$ cat config.mk
export PLATFORM = sky130hd
export DESIGN_NAME = vga_tx
export DESIGN_NICKNAME = d
export VERILOG_FILES = /design/src/rtl/vga_tx.sv
export SDC_FILE = /design/constraint.sdc
export NUM_CORES = 1
export LEC_CHECK = 0
export ABC_AREA = 1
export CORE_MARGIN = 5
export CORE_UTILIZATION = 55
export CTS_CLUSTER_DIAMETER = 30
export DETAILED_ROUTE_END_ITERATION = 12
export PLACE_DENSITY = 0.82
export SYNTH_ARGS = -nofsm -noshare
export SYNTH_HDL_FRONTEND = slang
export SYNTH_SLANG_ARGS = --single-unit
$ cat constraint.sdc
create_clock -name V_CLK -period 1.9 [get_ports V_CLK]
set_input_delay 0.57 -clock V_CLK [delete_from_list [all_inputs] [get_ports V_CLK]]
set_output_delay 0.57 -clock V_CLK [all_outputs]
set_load 0.02 [all_outputs]
$ cat src/rtl/vga_tx.sv
// -----------------------------------------------------------------------------
// vga_tx : VGA raster timing generator with a 256x256 grey frame-buffer window
//
// A free-running H/V counter pair produces the raster. A 128x128 frame buffer
// is displayed inside a 256x256 window (2x pixel and line doubling) whose
// top-left corner is WIN_X/WIN_Y in visible coordinates. The pipeline is
// counter -> registered BRAM address -> BRAM data -> output register, so all
// outputs for counter position (h,v) appear three clocks after the counter
// sits at (h,v). The display enable is sampled only at (0,0) so a frame is
// never partially shown.
//
// Ports
//   V_CLK       in   pixel clock (single domain)
//   V_RESET_N   in   asynchronous active-low reset
//   ENABLE      in   frame-buffer display enable (takes effect at next frame)
//   BRAM_ADDR   out  [13:0] frame-buffer read address, registered
//   BRAM_DOUT   in   [7:0] frame-buffer data, valid one clock after BRAM_ADDR
//   V_HS        out  horizontal sync, active low
//   V_VS        out  vertical sync, active low
//   V_DE        out  high during the visible region
//   PIXEL       out  [7:0] grey intensity
//   FRAME_START out  one-clock pulse together with the output of pixel (0,0)
// -----------------------------------------------------------------------------
`timescale 1ns/1ps

module vga_tx #(
  parameter int H_VIS  = 640,
  parameter int H_FP   = 16,
  parameter int H_SYNC = 96,
  parameter int H_BP   = 48,
  parameter int V_VIS  = 480,
  parameter int V_FP   = 10,
  parameter int V_SYNC = 2,
  parameter int V_BP   = 33,
  parameter int WIN_X  = 64,
  parameter int WIN_Y  = 112
) (
  input  logic        V_CLK,
  input  logic        V_RESET_N,
  input  logic        ENABLE,
  output logic [13:0] BRAM_ADDR,
  input  logic [7:0]  BRAM_DOUT,
  output logic        V_HS,
  output logic        V_VS,
  output logic        V_DE,
  output logic [7:0]  PIXEL,
  output logic        FRAME_START
);

  localparam int H_TOTAL = H_VIS + H_FP + H_SYNC + H_BP;
  localparam int V_TOTAL = V_VIS + V_FP + V_SYNC + V_BP;
  localparam int HW      = $clog2(H_TOTAL);
  localparam int VW      = $clog2(V_TOTAL);

  // Per-position attributes travelling down the pipeline alongside the data.
  typedef struct packed {
    logic vis;   // inside the visible region
    logic hs;    // horizontal sync active
    logic vs;    // vertical sync active
    logic show;  // visible, inside the window and frame enabled
    logic fs;    // position (0,0)
  } flags_t;

  logic [HW-1:0] h_cnt;
  logic [VW-1:0] v_cnt;
  logic          disp_en;

  logic [15:0]   rel_x;
  logic [15:0]   rel_y;
  logic          in_win;
  logic          at_origin;
  logic          frame_en;
  logic [13:0]   addr_next;
  flags_t        flags_c;
  flags_t        s1_flags;
  flags_t        s2_flags;

  // ---------------------------------------------------------------------------
  // Raster counters
  // ---------------------------------------------------------------------------
  // NOTE: sequential state is updated with non-blocking assignments only, so
  // every register samples the values present before the clock edge.
  always_ff @(posedge V_CLK or negedge V_RESET_N) begin
    if (!V_RESET_N) begin
      h_cnt <= '0;
      v_cnt <= '0;
    end else if (h_cnt == HW'(H_TOTAL - 1)) begin
      h_cnt <= '0;
      v_cnt <= (v_cnt == VW'(V_TOTAL - 1)) ? '0 : v_cnt + VW'(1);
    end else begin
      h_cnt <= h_cnt + HW'(1);
    end
  end

  // ---------------------------------------------------------------------------
  // Counter-stage decode
  // ---------------------------------------------------------------------------
  // NOTE: every signal written here gets a default first, so no path through
  // the block can leave a value unassigned and infer a latch.
  always_comb begin
    rel_x     = '0;
    rel_y     = '0;
    in_win    = 1'b0;
    at_origin = 1'b0;
    frame_en  = 1'b0;
    addr_next = '0;
    flags_c   = '0;

    // Wrapping subtraction: positions left of / above the window become huge
    // and fail the < 256 test, so one compare per axis covers both edges.
    rel_x  = 16'(h_cnt) - 16'(WIN_X);
    rel_y  = 16'(v_cnt) - 16'(WIN_Y);
    in_win = (rel_x < 16'd256) && (rel_y < 16'd256);

    // Dropping bit 0 of each relative coordinate gives the 2x doubling.
    addr_next = {rel_y[7:1], rel_x[7:1]};

    at_origin = (h_cnt == '0) && (v_cnt == '0);
    // At (0,0) the freshly sampled ENABLE governs the frame about to start.
    frame_en  = at_origin ? ENABLE : disp_en;

    flags_c.vis  = (h_cnt < HW'(H_VIS)) && (v_cnt < VW'(V_VIS));
    flags_c.hs   = (h_cnt >= HW'(H_VIS + H_FP)) &&
                   (h_cnt <  HW'(H_VIS + H_FP + H_SYNC));
    flags_c.vs   = (v_cnt >= VW'(V_VIS + V_FP)) &&
                   (v_cnt <  VW'(V_VIS + V_FP + V_SYNC));
    flags_c.show = flags_c.vis && in_win && frame_en;
    flags_c.fs   = at_origin;
  end

  // ---------------------------------------------------------------------------
  // Frame enable, address stage and data-alignment stage
  // ---------------------------------------------------------------------------
  // NOTE: the pipeline registers are reset along with the counters so no
  // stale sync or pixel from before reset can reach the outputs afterwards.
  always_ff @(posedge V_CLK or negedge V_RESET_N) begin
    if (!V_RESET_N) begin
      disp_en   <= 1'b0;
      BRAM_ADDR <= '0;
      s1_flags  <= '0;
      s2_flags  <= '0;
    end else begin
      if (at_origin) begin
        disp_en <= ENABLE;
      end
      // Outside the window the address simply holds.
      if (in_win) begin
        BRAM_ADDR <= addr_next;
      end
      s1_flags <= flags_c;
      s2_flags <= s1_flags;
    end
  end

  // ---------------------------------------------------------------------------
  // Output register: BRAM_DOUT now belongs to the position held in s2_flags.
  // ---------------------------------------------------------------------------
  always_ff @(posedge V_CLK or negedge V_RESET_N) begin
    if (!V_RESET_N) begin
      V_HS        <= 1'b1;
      V_VS        <= 1'b1;
      V_DE        <= 1'b0;
      PIXEL       <= '0;
      FRAME_START <= 1'b0;
    end else begin
      V_HS        <= ~s2_flags.hs;
      V_VS        <= ~s2_flags.vs;
      V_DE        <= s2_flags.vis;
      PIXEL       <= s2_flags.show ? BRAM_DOUT : 8'h00;
      FRAME_START <= s2_flags.fs;
    end
  end

endmodule

==> run summary, run 1 <==
Synth Instances - 329
Sequential area share after synthesis - 50.6%
Critical path buffers and inverters - 1
Worst slew pin tran - 389 ps
Die Height - 81.6 um
Critical path class - register to output port
FF-to-FF End - BRAM_ADDR[1]
Final setup TNS - -0.307 ps
Fin Clk Skew - 4.09 ps
Sequential power share - 50.9%
Count of cell types in the netlist - 31
Die W - 81.6 um
Slowest CP cell - clkdlybuf4s50_1
CP max stage delay - 640 ps
Synth cell count leaders - 79 x nand2_1, 55 x dfrtp_1, 44 x inv_1
Crit start category - register
Max-cap violations - 0
# DRC - 0
Status - finished with violations
CP required - 1330 ps
Dpl ws - 159 ps
Post-Syn Area - 2820 sq um
Post-Route WL - 6110 um
Synth async-reset ratio - 100%
Cell family with most CP delay - buffers and inverters
IO Port Bufs - 36
Pwr Density - 692 nW/um^2
TritonCTS clock tree - built
Largest area contributor in the netlist - dfrtp_1
First DRT Iteration DRCs - 130
Layout overhead on the synthesized area - 22.3%
Clock sinks - 57
I/O pins - 37
Yosys warning count - 0
Routed length per instance - 13.7 um
FP Rows - 26
Via/cell ratio - 5.18
Worst skew pair latency - 330 ps
Fillers - 407
Setup ws final - -0.307 ps
CTS buffer count - 9
Diodes inserted - 0
Net switching power - 0.000484 W
H-tree Lvls - 3
F_max - 0.526 GHz
First-pass GRT wire length - 9850 um
R2r setup slk - 180 ps
Logic pwr share - 2.0%
Vias in the first global route - 2110
Synth area leaders - dfrtp_1 49%, nand2_1 11%, nand3_1 6.7%
Share of layout cells above drive strength 1 - 10.1%
Largest net degree at the start of global routing - 58
Worst Path Arrival - 1330 ps
Cell Area, Placed - 3240 sq um
CTS root buf - clkbuf_8
Worst Reg-to-Reg Cells - 9
Worst-path maximum fanout - 2
Hold Crit Class - input pin to asynchronous set/reset pin
Via Count - 2305
Post-synth EDFFs - 0
First-pass DRT Iterations - 4
Worst path depth - 1
Worst-path cell chain - clkdlybuf4s50_1
Fin. max-slew vios - 0
Most used DFF post-synth - dfrtp_1
Worst Setup SP - BRAM_ADDR[8]
Remaining antenna violation count after routing - 0
Mapped Nets - 351
Share of the synthesized area in the top cell type - 48.8%
Failing checks - setup timing
RR Startpoint - v_cnt[5]
Nets@finish - 393
Int Pwr - 0.00190 W
HPWL after DPL - 4270 um
CP Capture Type - output port
Fin area - 3450 sq um
Clock-pin slew on the worst setup and hold paths - 60 ps
Yosys reg bits - 57
Leak - 1.98 nW
Post-CTS Setup Inserts - 0
Gr usage total - 19.5%
Worst hold margin - 242 ps
Full die area - 6660 sq um
Final setup vio count - 1
Initial antenna violation count - 0
Sw Share - 20.3%
Syn Area/Cell - 8.58 sq um
Tcrit/Tclk final - 100%
Clock Tree Buf Depth - 2
Final min period - 1900 ps
Core footprint - 5040 sq um
GRT Residual Overflow - 0
Clock power frac - 47.0%
GPL Wtd Cong - 0.913
Max rail drop VDD - 0.342 mV
Hold Fails Final Rpt - 0
Initial Utilization - 56.0%
Most common cell in the netlist - nand2_1
Sequential cell area - 1430 sq um
Area of the multi-input gates - 1120 sq um
Utilization after layout - 68.4%
Slew HR - 74.1%
registers in the layout, indices dropped and copies added (netlist names), 5 cells and up:
| register | flops |
|---|---|
| PIXEL | 8 |
| s1_flags | 5 |
| v_cnt | 10 |
| h_cnt | 10 |
| s2_flags | 5 |
| BRAM_ADDR | 14 |
per-stage QoR:
stage                     power [W]  std cells
after floorplan             0.00124        329
after global placement      0.00129        430
after detailed placement    0.00129        430
after CTS                   0.00241        445
after global routing        0.00247        445
final                       0.00239        445
kinds of logic (layout without fill, tap and decap cells):
kind of cell             after synthesis  count (layout)  share of synthesized area, %
AND/OR/NAND/NOR                      178             178                          29.8
buffers and inverters                 58             104                          9.58
flip-flops                            57              57                          50.6
AO/OA/AOI/OAI                         21              21                          3.81
adder cells (fa/ha/maj)               11              11                          4.88
XOR/XNOR                               4               4                          1.24
repair_timing:
| action | 4_1_cts | 5_1_grt |
|---|---|---|
| setup endpoints to repair | 3 | 14 |
| pin swaps | 0 | 0 |
| hold buffers | 0 | 0 |
| resized for setup | 3 | 10 |
cells in the final DEF, fill, tap and decap left out, types with 4 or more instances in the layout:
cell and count:
clkbuf_8 11, dlymetal6s2s_1 9, inv_1 43, dfrtp_1 55
buf_4 6, clkdlybuf4s50_1 23, ha_1 11, o21ai_0 9
a21oi_1 9, nand2_2 4, nand3_1 38, nand2_1 79
nor2_1 30, nand4_1 12
worst max-delay path by stage:
stage | endpoint
detailed placement | v_cnt[7]
CTS | BRAM_ADDR[11]
global route | BRAM_ADDR[8]
finish | BRAM_ADDR[8]
global placement | v_cnt[9]
floorplan | BRAM_ADDR[10]
cell type report:
type / instances / area share [%]
Inverter: 46 / 5.15
Timing Repair Buffer: 43 / 12.7
Sequential cell: 57 / 41.4
Clock buffer: 12 / 4.50
Clock inverter: 3 / 1.16
Tap cell: 70 / 2.54
Multi-Input combinational cell: 214 / 32.5
power groups by stage:
stage	registers, W	logic [W]	clock network [W]
finish	0.00122	0.0000489	0.00112
global route	0.00121	0.0000558	0.00120
CTS	0.00122	0.0000505	0.00114
detailed placement	0.00124	0.0000502	0
global placement	0.00124	0.0000496	0
floorplan	0.00124	0.00000201	0
worst reg2reg max path: cells and delay by family (launching register included):
| family | cells | cell delay, ps |
|---|---|---|
| adders and majority gates | 1 | 270 |
| and+or+nand+nor | 8 | 900 |
| DFF | 1 | 440 |
metal layers:
metal / part of all wire [%] / GRT usage (%) / vias to the layer above
li1: - / - / 1125
met3: 6.7 / 4.17 / 7
met2: 49 / 32.1 / 80
met5: 0 / 0 / -
met1: 43 / 25.1 / 1093
met4: 0.72 / 7.81 / 0
Note: power is estimated with default switching activity, not from simulation.
==> inputs of run 2 (changes only) <==
- SKIP_CTS_REPAIR_TIMING: not set -> 1
==> run 2 against run 1 <==
Die area unchanged. Clock power about the same. Cell count unchanged. Largest power group unchanged. Critical endpoint is now BRAM_ADDR[7]. The run now ends clean. Routed wire length decreased by 0.36%. Clock skew about the same. Via count decreased by 0.61%.
==> run summary, run 2 (synthesis gave the netlist of run 1 again) <==
Status - complete, no violations
Largest net degree at the start of global routing - 58 (unchanged)
First-pass GRT wire length - 9850 um (unchanged)
First-pass DRT Iterations - 4 (unchanged)
Full die area - 6660 sq um (unchanged)
Layout overhead on the synthesized area - 22.7%
Die Height - 81.6 um (unchanged)
Final Instance Count excl. Fillers - 445 (unchanged)
Dpl ws - 159 ps (unchanged)
Worst-path maximum fanout - 2 (unchanged)
Biggest regs - BRAM_ADDR x14, h_cnt x10, v_cnt x10
H-tree Lvls - 3 (unchanged)
Dpl cells - 430 (unchanged)
Logic pwr share - 2.1% (about the same)
# DRC - 0 (unchanged)
Fin Clk Skew - 4.57 ps (+0.480 ps)
IO Port Bufs - 36 (unchanged)
R2r setup slk - 180 ps (about the same)
Max rail drop VDD - 0.342 mV (about the same)
Leak - 2.00 nW (+0.87%)
Initial antenna violation count - 0 (unchanged)
CP max stage delay - 610 ps (-30 ps)
Setup ws final - 46.8 ps (+47.1 ps)
Sw Share - 20.1% (-0.17 points)
Crit start category - register
Final setup vio count - 0 (-1)
Core footprint - 5040 sq um (unchanged)
Pwr Density - 688 nW/um^2 (-0.54%)
GRT Residual Overflow - 0 (unchanged)
Worst Path Arrival - 1280 ps (-50 ps)
GPL Wtd Cong - 0.913 (unchanged)
Final min period - 1850 ps (-47.1 ps)
Vias in the first global route - 2110 (unchanged)
Worst-path cell chain - clkdlybuf4s50_1
I/O pins - 37 (unchanged)
HPWL after DPL - 4270 um (unchanged)
Share of layout cells above drive strength 1 - 10.1% (unchanged)
Fin. max-slew vios - 0 (unchanged)
FF-to-FF End - BRAM_ADDR[1]
First DRT Iteration DRCs - 137 (+5.4%)
Slew HR - 74.7% (+0.64 points)
Tcrit/Tclk final - 97.5% (-2.5 points)
Initial Utilization - 56.0% (unchanged)
Routed length per instance - 13.7 um (-0.36%)
Via/cell ratio - 5.15 (-0.61%)
Worst Reg-to-Reg Cells - 9 (unchanged)
Worst slew pin tran - 379 ps (-9.54 ps)
Sequential power share - 51.0% (about the same)
Worst skew pair latency - 330 ps (about the same)
CTS buffer count - 9 (unchanged)
Most common cell after layout, fill and taps aside - nand2_1
Net switching power - 0.000479 W (-1.0%)
Commonest cells after routing, fill and taps aside - 79 x nand2_1, 55 x dfrtp_1, 43 x inv_1
Remaining antenna violation count after routing - 0 (unchanged)
Cell family with most CP delay - buffers and inverters
Nets@finish - 393 (unchanged)
Clock power frac - 46.9% (about the same)
Diodes inserted - 0 (unchanged)
FP Rows - 26 (unchanged)
Biggest register - BRAM_ADDR
Post-Route WL - 6090 um (-0.36%)
Final setup TNS - 0 ps (+0.307 ps)
CTS root buf - clkbuf_8
RR Startpoint - v_cnt[5]
Clock sinks - 57 (unchanged)
CP Capture Type - output port
Slowest CP cell - clkdlybuf4s50_1
Hold Fails Final Rpt - 0 (unchanged)
Critical path buffers and inverters - 1 (unchanged)
TritonCTS clock tree - built
Worst path depth - 1 (unchanged)
Critical path class - register to output port
CP required - 1330 ps (about the same)
F_max - 0.540 GHz (+2.5%)
Max reg flops - 14 (unchanged)
Clock Tree Buf Depth - 2 (unchanged)
Int Pwr - 0.00190 W (about the same)
Max-cap violations - 0 (unchanged)
Clock-pin slew on the worst setup and hold paths - 60 ps (about the same)
Hold Crit Class - input pin to asynchronous set/reset pin
Via Count - 2291 (-0.61%)
Die W - 81.6 um (unchanged)
Gr usage total - 19.5% (unchanged)
## run 2: cell types whose count changed in the layout (fill, tap and decap cells not counted), sizes merged
cell,change
dlymetal6s2s,+3
dlygate4sd2,-3
## run 2: worst max path at each step
stage | slack (ps) | end | from
6_report | 50 | BRAM_ADDR[7] | BRAM_ADDR[7]
5_1_grt | -8 | BRAM_ADDR[7] | BRAM_ADDR[7]
4_1_cts | -130 | V_VS | V_VS
3_5_place_dp | 160 | v_cnt[7] | h_cnt[6]
3_3_place_gp | 190 | v_cnt[9] | h_cnt[6]
2_1_floorplan | 350 | BRAM_ADDR[10] | h_cnt[7]
## run 2: layer usage
layer	global-route usage [%]	vias to the layer above	share of wire (%)	routed length, um
li1	-	1123	-	-
met5	0	-	0	0
met1	25.1	1093	44	2690
met3	4.17	7	6.0	367
met4	7.81	0	0.72	44
met2	32.1	68	49	2990
## run 2: power groups by stage
stage | sequential (W) | combinational, W | clock (W)
after floorplan | 0.00124 | 0.00000201 | 0
after global placement | 0.00124 | 0.0000496 | 0
after detailed placement | 0.00124 | 0.0000502 | 0
after CTS | 0.00122 | 0.0000505 | 0.00114
after global routing | 0.00121 | 0.0000558 | 0.00120
final | 0.00122 | 0.0000492 | 0.00112
## run 2: area by class of cell
type | instances | area, sq um
multi-input cells | 214 | 1120
fillers | 405 | 1580
well taps | 70 | 87.6
clock buffers | 12 | 155
flip-flops and latches | 57 | 1430
inverters | 46 | 178
clock inverters | 3 | 40.0
repair buffers | 43 | 450
## run 2: metrics by stage
| step | total power [W] | hold slack [ps] | cell area, sq um | utilization (%) |
|---|---|---|---|---|
| 2_1_floorplan | 0.00124 | 274 | 2820 | - |
| 4_1_cts | 0.00241 | 237 | 3430 | 68.1 |
| 6_report | 0.00238 | 246 | 3460 | 68.7 |
| 5_1_grt | 0.00247 | 257 | 3460 | 68.7 |
| 3_3_place_gp | 0.00129 | 332 | 3240 | 64.2 |
| 3_5_place_dp | 0.00129 | 336 | 3240 | 64.2 |
